$ cat config.mk
export PLATFORM = sky130hd
export DESIGN_NAME = i2s_transmitter
export DESIGN_NICKNAME = d
export VERILOG_FILES = /design/src/rtl/i2s_pkg.sv /design/src/rtl/i2s_tx_shifter.sv /design/src/rtl/i2s_transmitter.sv
export SDC_FILE = /design/constraint.sdc
export NUM_CORES = 1
export LEC_CHECK = 0
export BUFFER_PORTS_ARGS = -buffer_cell sky130_fd_sc_hd__buf_2
export CAP_MARGIN = 40
export CORE_ASPECT_RATIO = 1.75
export CORE_MARGIN = 2
export CORE_UTILIZATION = 59
export DETAILED_ROUTE_END_ITERATION = 16
export GPL_TIMING_DRIVEN = 0
export PLACE_DENSITY = 0.76
export RECOVER_POWER = 50
export SLEW_MARGIN = 0
export SYNTH_ARGS = -nofsm -noshare
export SYNTH_HDL_FRONTEND = slang
export SYNTH_HIERARCHICAL = 1
export SYNTH_SLANG_ARGS = --single-unit
$ cat constraint.sdc
create_clock -name sclk -period 2.3 [get_ports sclk]
set_input_delay 0.46 -clock sclk [delete_from_list [all_inputs] [get_ports sclk]]
set_output_delay 0.46 -clock sclk [all_outputs]
set_load 0.03 [all_outputs]
$ cat src/rtl/i2s_pkg.sv
// Shared I2S framing constants and sample type used by the transmitter and receiver.
package i2s_pkg;

  localparam int unsigned I2S_WORD_BITS = 24;
  localparam int unsigned I2S_SLOT_BITS = 32;

  localparam logic LR_LEFT  = 1'b1;
  localparam logic LR_RIGHT = 1'b0;

  typedef logic signed [I2S_WORD_BITS-1:0] sample_t;

endpackage

$ cat src/rtl/i2s_tx_shifter.sv
// Per-channel parallel-load, MSB-first shift register; o_msb is the bit to transmit next.
module i2s_tx_shifter #(
  parameter int unsigned WIDTH = 24
) (
  input  logic             i_clk,
  input  logic             i_rst_n,
  input  logic             i_load,
  input  logic [WIDTH-1:0] i_data,
  input  logic             i_shift,
  output logic             o_msb
);

  logic [WIDTH-1:0] r_sh;

  always_ff @(posedge i_clk or negedge i_rst_n) begin
    if (!i_rst_n) begin
      r_sh <= '0;
    end else if (i_load) begin
      r_sh <= i_data;
    end else if (i_shift) begin
      r_sh <= {r_sh[WIDTH-2:0], 1'b0};
    end
  end

  assign o_msb = r_sh[WIDTH-1];

endmodule

$ cat src/rtl/i2s_transmitter.sv
// Master-mode I2S transmitter: frame counter, one-pair holding buffer and load control
// feeding two channel shifters; lrclk=1 marks the left slot, data is delayed one sclk.
module i2s_transmitter
  import i2s_pkg::*;
#(
  parameter int unsigned WORD_BITS = I2S_WORD_BITS,
  parameter int unsigned SLOT_BITS = I2S_SLOT_BITS
) (
  input  logic                        sclk,
  input  logic                        rst_n,
  input  logic signed [WORD_BITS-1:0] ldata,
  input  logic signed [WORD_BITS-1:0] rdata,
  input  logic                        din_valid,
  output logic                        din_ready,
  input  logic                        mute_l,
  input  logic                        mute_r,
  output logic                        lrclk,
  output logic                        sdout,
  output logic                        frame_start,
  output logic                        underrun
);

  localparam int unsigned FRAME_BITS = 2 * SLOT_BITS;
  localparam int unsigned CNT_W      = $clog2(FRAME_BITS);
  localparam logic [CNT_W-1:0] CNT_LAST = CNT_W'(FRAME_BITS - 1);
  localparam logic [CNT_W-1:0] SLOT_C   = CNT_W'(SLOT_BITS);
  localparam logic [CNT_W-1:0] WORD_C   = CNT_W'(WORD_BITS);

  logic [CNT_W-1:0]     r_cnt;
  logic                 r_lrclk;
  logic                 r_sdout;
  logic                 r_frame_start;
  logic                 r_underrun;
  logic                 r_din_ready;
  logic [WORD_BITS-1:0] r_hold_l;
  logic [WORD_BITS-1:0] r_hold_r;

  logic [CNT_W-1:0]     w_cnt_nxt;
  logic [CNT_W-1:0]     w_pos;
  logic                 w_right;
  logic                 w_in_word;
  logic                 w_load;
  logic                 w_xfer;
  logic                 w_hold_full;
  logic                 w_have;
  logic                 w_shift_l;
  logic                 w_shift_r;
  logic                 w_msb_l;
  logic                 w_msb_r;
  logic                 w_sdout_nxt;
  logic [WORD_BITS-1:0] w_ld_l;
  logic [WORD_BITS-1:0] w_ld_r;

  // Slot decode is done on the next count so every output is a flop of that count.
  always_comb begin
    w_load      = (r_cnt == CNT_LAST);
    w_cnt_nxt   = w_load ? '0 : r_cnt + CNT_W'(1);
    w_right     = (w_cnt_nxt >= SLOT_C);
    w_pos       = w_right ? (w_cnt_nxt - SLOT_C) : w_cnt_nxt;
    w_in_word   = (w_pos >= CNT_W'(1)) && (w_pos <= WORD_C);
    w_shift_l   = w_in_word & ~w_right;
    w_shift_r   = w_in_word & w_right;
    w_sdout_nxt = 1'b0;
    if (w_shift_l) begin
      w_sdout_nxt = w_msb_l;
    end else if (w_shift_r) begin
      w_sdout_nxt = w_msb_r;
    end
  end

  // An empty holding buffer lets a pair offered at the load event bypass to the shifters.
  always_comb begin
    w_hold_full = ~r_din_ready;
    w_xfer      = din_valid & r_din_ready;
    w_have      = w_hold_full | din_valid;
    w_ld_l      = '0;
    w_ld_r      = '0;
    if (w_have && !mute_l) begin
      w_ld_l = w_hold_full ? r_hold_l : ldata;
    end
    if (w_have && !mute_r) begin
      w_ld_r = w_hold_full ? r_hold_r : rdata;
    end
  end

  always_ff @(posedge sclk or negedge rst_n) begin
    if (!rst_n) begin
      r_cnt         <= '0;
      r_lrclk       <= LR_LEFT;
      r_sdout       <= 1'b0;
      r_frame_start <= 1'b0;
      r_underrun    <= 1'b0;
      r_din_ready   <= 1'b1;
      r_hold_l      <= '0;
      r_hold_r      <= '0;
    end else begin
      r_cnt         <= w_cnt_nxt;
      r_lrclk       <= w_right ? LR_RIGHT : LR_LEFT;
      r_sdout       <= w_sdout_nxt;
      r_frame_start <= w_load;
      r_underrun    <= w_load & ~w_have;
      if (w_load) begin
        r_din_ready <= 1'b1;
      end else if (w_xfer) begin
        r_din_ready <= 1'b0;
        r_hold_l    <= ldata;
        r_hold_r    <= rdata;
      end
    end
  end

  i2s_tx_shifter #(.WIDTH(WORD_BITS)) u_shift_l (
    .i_clk   (sclk),
    .i_rst_n (rst_n),
    .i_load  (w_load),
    .i_data  (w_ld_l),
    .i_shift (w_shift_l),
    .o_msb   (w_msb_l)
  );

  i2s_tx_shifter #(.WIDTH(WORD_BITS)) u_shift_r (
    .i_clk   (sclk),
    .i_rst_n (rst_n),
    .i_load  (w_load),
    .i_data  (w_ld_r),
    .i_shift (w_shift_r),
    .o_msb   (w_msb_r)
  );

  assign lrclk       = r_lrclk;
  assign sdout       = r_sdout;
  assign frame_start = r_frame_start;
  assign underrun    = r_underrun;
  assign din_ready   = r_din_ready;

endmodule

# After elaboration in Yosys (flattened, before gate mapping)
# Index checks and enable logic that the tools add are counted.
# Widths: inputs -> output; s select.
# totals
reg_bits	107
inputBits	53
out_inout_bits	5
elab_cells	49
# classes
n_addsub	2
magnitude_cmp	3
n_eq_ne	1
mux	15
n_bitwise	9
n_reduce_logical	9
# op_table
op	n
$mux 24	8
$mux 6	2
$add 6x1->6 const B	1
$eq 6x6->1 const B	1
$ge 6x1->1 const B	1
$ge 6x6->1 const B	1
$le 6x5->1 const B	1
$reduce_bool 2->1	3
$sub 6x6->6 const B	1
$mux 1	5
$and 1x1->1	4
$not 1->1	4
$logic_and 1x1->1	3
$logic_not 1->1	2
$reduce_and 2->1	1
$or 1x1->1	1

# Depth between registers and ports, before layout
# logic_depth
ltp_word	9
ltp_mapped	10
ltp_nobuf	8

# Modules after synthesis
# The synthesis kept the hierarchy.
# by_module_without_submodules
module	n_inst	cells_per_inst	area_per_inst_um2	seq_area_each_um2
i2s_transmitter	1	257	3138.0	1478.9
i2s_tx_shifter	2	104	1124.8	600.6

# Least setup slack after synthesis
# OpenSTA, ideal clock, no wires.
# synth_path
path_kind	register to register
from	reg r_cnt[0]
to	reg u_shift_l.r_sh[10]
setup_time_ps	132
t_arrival_ps	1897
required_time_ps	2168
slack_ps	271
stages_incl_launch_ff	11
path_buffers	2
synth_period_minus_slack_ps	2029
path_cell_list	dfrtp_1 -> ha_1 -> a21oi_1 -> o21a_1 -> nor2_1 -> inv_1 -> nor3_1 -> buf_6 -> buf_12 -> mux2i_1 -> o21ai_1
# synth_between
elab_chain_cells	8
word_cells_on_any_way	13
cone_classes	add/sub (2); order compare (3); eq/ne (1); mux (3); bitwise (2); reduce/logical (2)
# synth_rtl
element	line	source
from (decl)	i2s_transmitter.sv:29	logic [CNT_W-1:0] r_cnt;
from (signal assigned)	i2s_transmitter.sv:97	r_cnt <= w_cnt_nxt;
$add 6x1->6 / $eq 6x6->1 (equally long branches)	i2s_transmitter.sv:57, i2s_transmitter.sv:56	
$mux 6 (*)	i2s_transmitter.sv:57	w_cnt_nxt = w_load ? '0 : r_cnt + CNT_W'(1);
net w_cnt_nxt[5]	i2s_transmitter.sv:38	logic [CNT_W-1:0] w_cnt_nxt;
$sub 6x6->6 / $ge 6x6->1 (equally long branches)	i2s_transmitter.sv:59, i2s_transmitter.sv:58	
$mux 6	i2s_transmitter.sv:59	w_pos = w_right ? (w_cnt_nxt - SLOT_C) : w_cnt_nxt;
$ge 6x1->1 / $le 6x5->1 (equally long branches)	i2s_transmitter.sv:60	w_in_word = (w_pos >= CNT_W'(1)) && (w_pos <= WORD_C);
$logic_and 1x1->1	i2s_transmitter.sv:60	
$and 1x1->1 (*)	i2s_transmitter.sv:61	w_shift_l = w_in_word & ~w_right;
net w_shift_l	i2s_transmitter.sv:46	logic w_shift_l;
$reduce_bool 2->1 (no source line) (*)	-	
to (signal assigned)	i2s_tx_shifter.sv:19	r_sh <= i_data;
to (signal assigned)	i2s_tx_shifter.sv:21	r_sh <= {r_sh[WIDTH-2:0], 1'b0};
to (decl)	i2s_tx_shifter.sv:13	logic [WIDTH-1:0] r_sh;
# Mark *: on every way through the listed nets, which the timed path passes. The rest lies on a longest branch.
# A chain may end at the register's enable or synchronous reset.

# Worst setup path after layout
# layout_path
from	reg r_cnt[0]
to	reg u_shift_l.r_sh[5]
# The elaborated chain is that of the path after synthesis.

==> out/metrics.cfg <==
[clock_network]
cts_sinks = 107
cts_tree = yes
insertion_delay_ns = 0.35
clk_pin_slew_ns = 0.07
cts-buffers-inserted = 9
htreeDepth = 3
postCtsSetupBuffers = 0
root_buffer = clkbuf_16
cts.path.max_buffers = 2

[pwr]
swShare = 0.229
clkPwrFrac = 0.397
ir_drop_mv = 0.493
comb_power_share = 0.081
switchingPower_w = 0.000890
power_frac_seq = 0.523
p_int_w = 0.00299
p_leak_nw = 2.87
power_density_mw_per_mm2 = 629

[worst_setup_path]
r2r_slack_ns = 0.17
worstPathArrival_ns = 2.35
cp.required_ns = 2.52
worst_path_max_delay_cell = dfrtp_2
critPathLaunchType = register
worstRegToRegCells = 10
max_stage_delay_ns = 0.43
rr_endpoint = u_shift_l/r_sh[5]
cp.depth = 10
crit_family = buffers and inverters
crit_type = register to register
worstSetupEndpointType = register
r2r_start = r_cnt[0]
worst-path-buf-inv = 3
path_cells = ha_4 > a21oi_1 > o21a_1 > nor2_2 > inv_1 > nor3_2 > buf_6 > buf_12 > mux2i_1 > o21ai_1
cp_max_fo = 10

[routing]
drc_errors = 0
detail_route.wl_per_cell_um = 15.9
drtAntennaViolNets = 0
initialDrtViolationCount = 204
num_vias = 3589
drt-pass1-iter-count = 4
vias_per_cell = 5.45
wl_um = 10500

[final_layout]
fin_nets = 590
antenna_cells = 0
final_util = 0.688
nFillCells = 704
area_growth_syn_to_layout_pct = 14.6
fin_area_mm2 = 0.00617
drive_gt1_frac = 0.299

[synthesis]
syn_inst = 465
synthArstFlopShare = 1.00
synth-seq-area-share = 0.497
synth_top_family_by_area = multiplexers
synth_compound_area_frac = 0.0539
muxShareOfSynthArea = 0.289
yosysMostFrequentCell = dfrtp_1
ys_top_cells_by_count = dfrtp_1, mux2i_1, nor2_1
synth-simple-area-share = 0.0920
yosysWarnings = 6
ys_top_cells_by_area = dfrtp_1, mux2i_1, mux2_2, mux2_4, nor2_1
synth_xor_area_frac = 0.00650
synth_nets = 521
synthFlopType = dfrtp_1
synth_seq_cells = 107
synth_edf_count = 0
syn_area_mm2 = 0.00539
synth_top_cell_by_area = dfrtp_1
yosysTopAreaCellShare = 0.488
yosys.area_share.adder = 0.00697
synth_cell_types = 32
avgSynthCellArea_um2 = 11.6

[timing]
clock.fmax_mhz = 470
skew_ns = 0.00799
finalSetupViolations = 0
setup-tns-final_ns = 0
hold_violations = 0
fin_crit_ns = 2.13
max_slew.worst_pin.slew_ns = 1.11
grt_setup_unrepaired = false
post-route-period-util = 0.925
setup_ws_ns = 0.172
worst_slew_margin_rel = 0.258
maxSlewViolCount = 0

[grt]
grt_pass1_vias = 3745
grt_max_degree = 64
grt_usage = 0.223
grt_pass1_wl_um = 17300
grt_overflow_total = 0
antenna_found_initial = 0

[place]
port_buffers = 57
pre_cts_ws_ns = -0.0671
dpl.hpwl_um = 7380
postPlaceCellArea_mm2 = 0.00585
place_congestion = 0.827

[die]
initial_core_util = 0.600
die_w_um = 76.2
core-area_mm2 = 0.00898
num_rows = 46
die_h_um = 130
io_pins = 58
dieArea_mm2 = 0.00994

[hold_path]
hp-class = input port to asynchronous set/reset pin

[flow_run]
maxCapViolations = 0

[status]
outcome = complete, no violations

-- power by group through the flow --
stage / clock network, W / registers [W] / logic (W)
4_1_cts: 0.00156 / 0.00203 / 0.000327
6_report: 0.00154 / 0.00203 / 0.000314
3_5_place_dp: 0 / 0.00206 / 0.000324
2_1_floorplan: 0 / 0.00205 / 0.000196
5_1_grt: 0.00165 / 0.00204 / 0.000357
3_3_place_gp: 0 / 0.00206 / 0.000308
-- final cells by class --
cell class | instances | area (µm²) | area share
Timing Repair Buffer | 58 | 293 | 0.0474
Buffer | 33 | 274 | 0.0444
Multi-Input combinational cell | 320 | 2460 | 0.399
Tap cell | 120 | 150 | 0.0243
Sequential cell | 107 | 2680 | 0.435
Clock inverter | 7 | 68.8 | 0.0111
Inverter | 5 | 18.8 | 0.00304
Clock buffer | 9 | 225 | 0.0365
-- repair_timing --
action / in CTS / in global routing
resized for setup: 2 / 8
endpoints found under the setup margin: 19 / 30
hold endpoints to repair: 0 / 0
pin swaps: 0 / 0
hold buffers: 0 / 0
-- placed cells by master, fill, tap and decap left out, types with 6 or more instances in the layout --
master       n
o21ai_0     11
mux2_2      28
mux2i_1     94
dfrtp_1    102
buf_12       6
buf_2       68
o21ai_1     38
mux2_4      20
clkbuf_16    9
clkbuf_1     8
nor2_1      50
nand2_1     50
-- cells by family after synthesis --
family | after synthesis
compound gates | 54
xor+xnor | 4
fa+ha+maj | 3
buf+inv | 38
flops | 107
mux | 142
simple gates | 117
-- per-stage QoR --
stage / hold WS, ns / cells / total power [W]
floorplan: 0.164 / 465 / 0.00225
global placement: 0.486 / 642 / 0.00237
detailed placement: 0.492 / 643 / 0.00239
CTS: 0.136 / 659 / 0.00391
global route: 0.345 / 659 / 0.00405
finish: 0.313 / 659 / 0.00388
-- per-layer routing --
| metal | GRT usage | up-vias | share of wire |
|---|---|---|---|
| met5 | 0 | - | 0 |
| met2 | 0.415 | 78 | 0.55 |
| li1 | - | 1731 | - |
| met3 | 0.0460 | 26 | 0.033 |
| met1 | 0.243 | 1754 | 0.39 |
| met4 | 0.104 | 0 | 0.026 |
-- flip-flops by register name, summed over array words and instances (netlist names) --
register / count
u_shift_l/r_sh: 24
sdout: 1
underrun: 1
u_shift_r/r_sh: 24
din_ready: 1
r_hold_r: 24
lrclk: 1
r_cnt: 6
r_hold_l: 24
frame_start: 1
-- how the worst max path moves through the flow --
| stage | from | to | slack [ns] |
|---|---|---|---|
| after global routing | r_cnt[0] | u_shift_l/r_sh[5] | 0.01 |
| final | r_cnt[0] | u_shift_l/r_sh[5] | 0.17 |
| after floorplan | r_cnt[0] | u_shift_l/r_sh[10] | 0.27 |
| after global placement | rst_n | r_hold_l[6] | -0.39 |
| after detailed placement | r_cnt[0] | u_shift_l/r_sh[6] | -0.07 |
| after CTS | r_cnt[0] | u_shift_l/r_sh[5] | 0.03 |
Note: power is estimated with default switching activity, not from simulation.
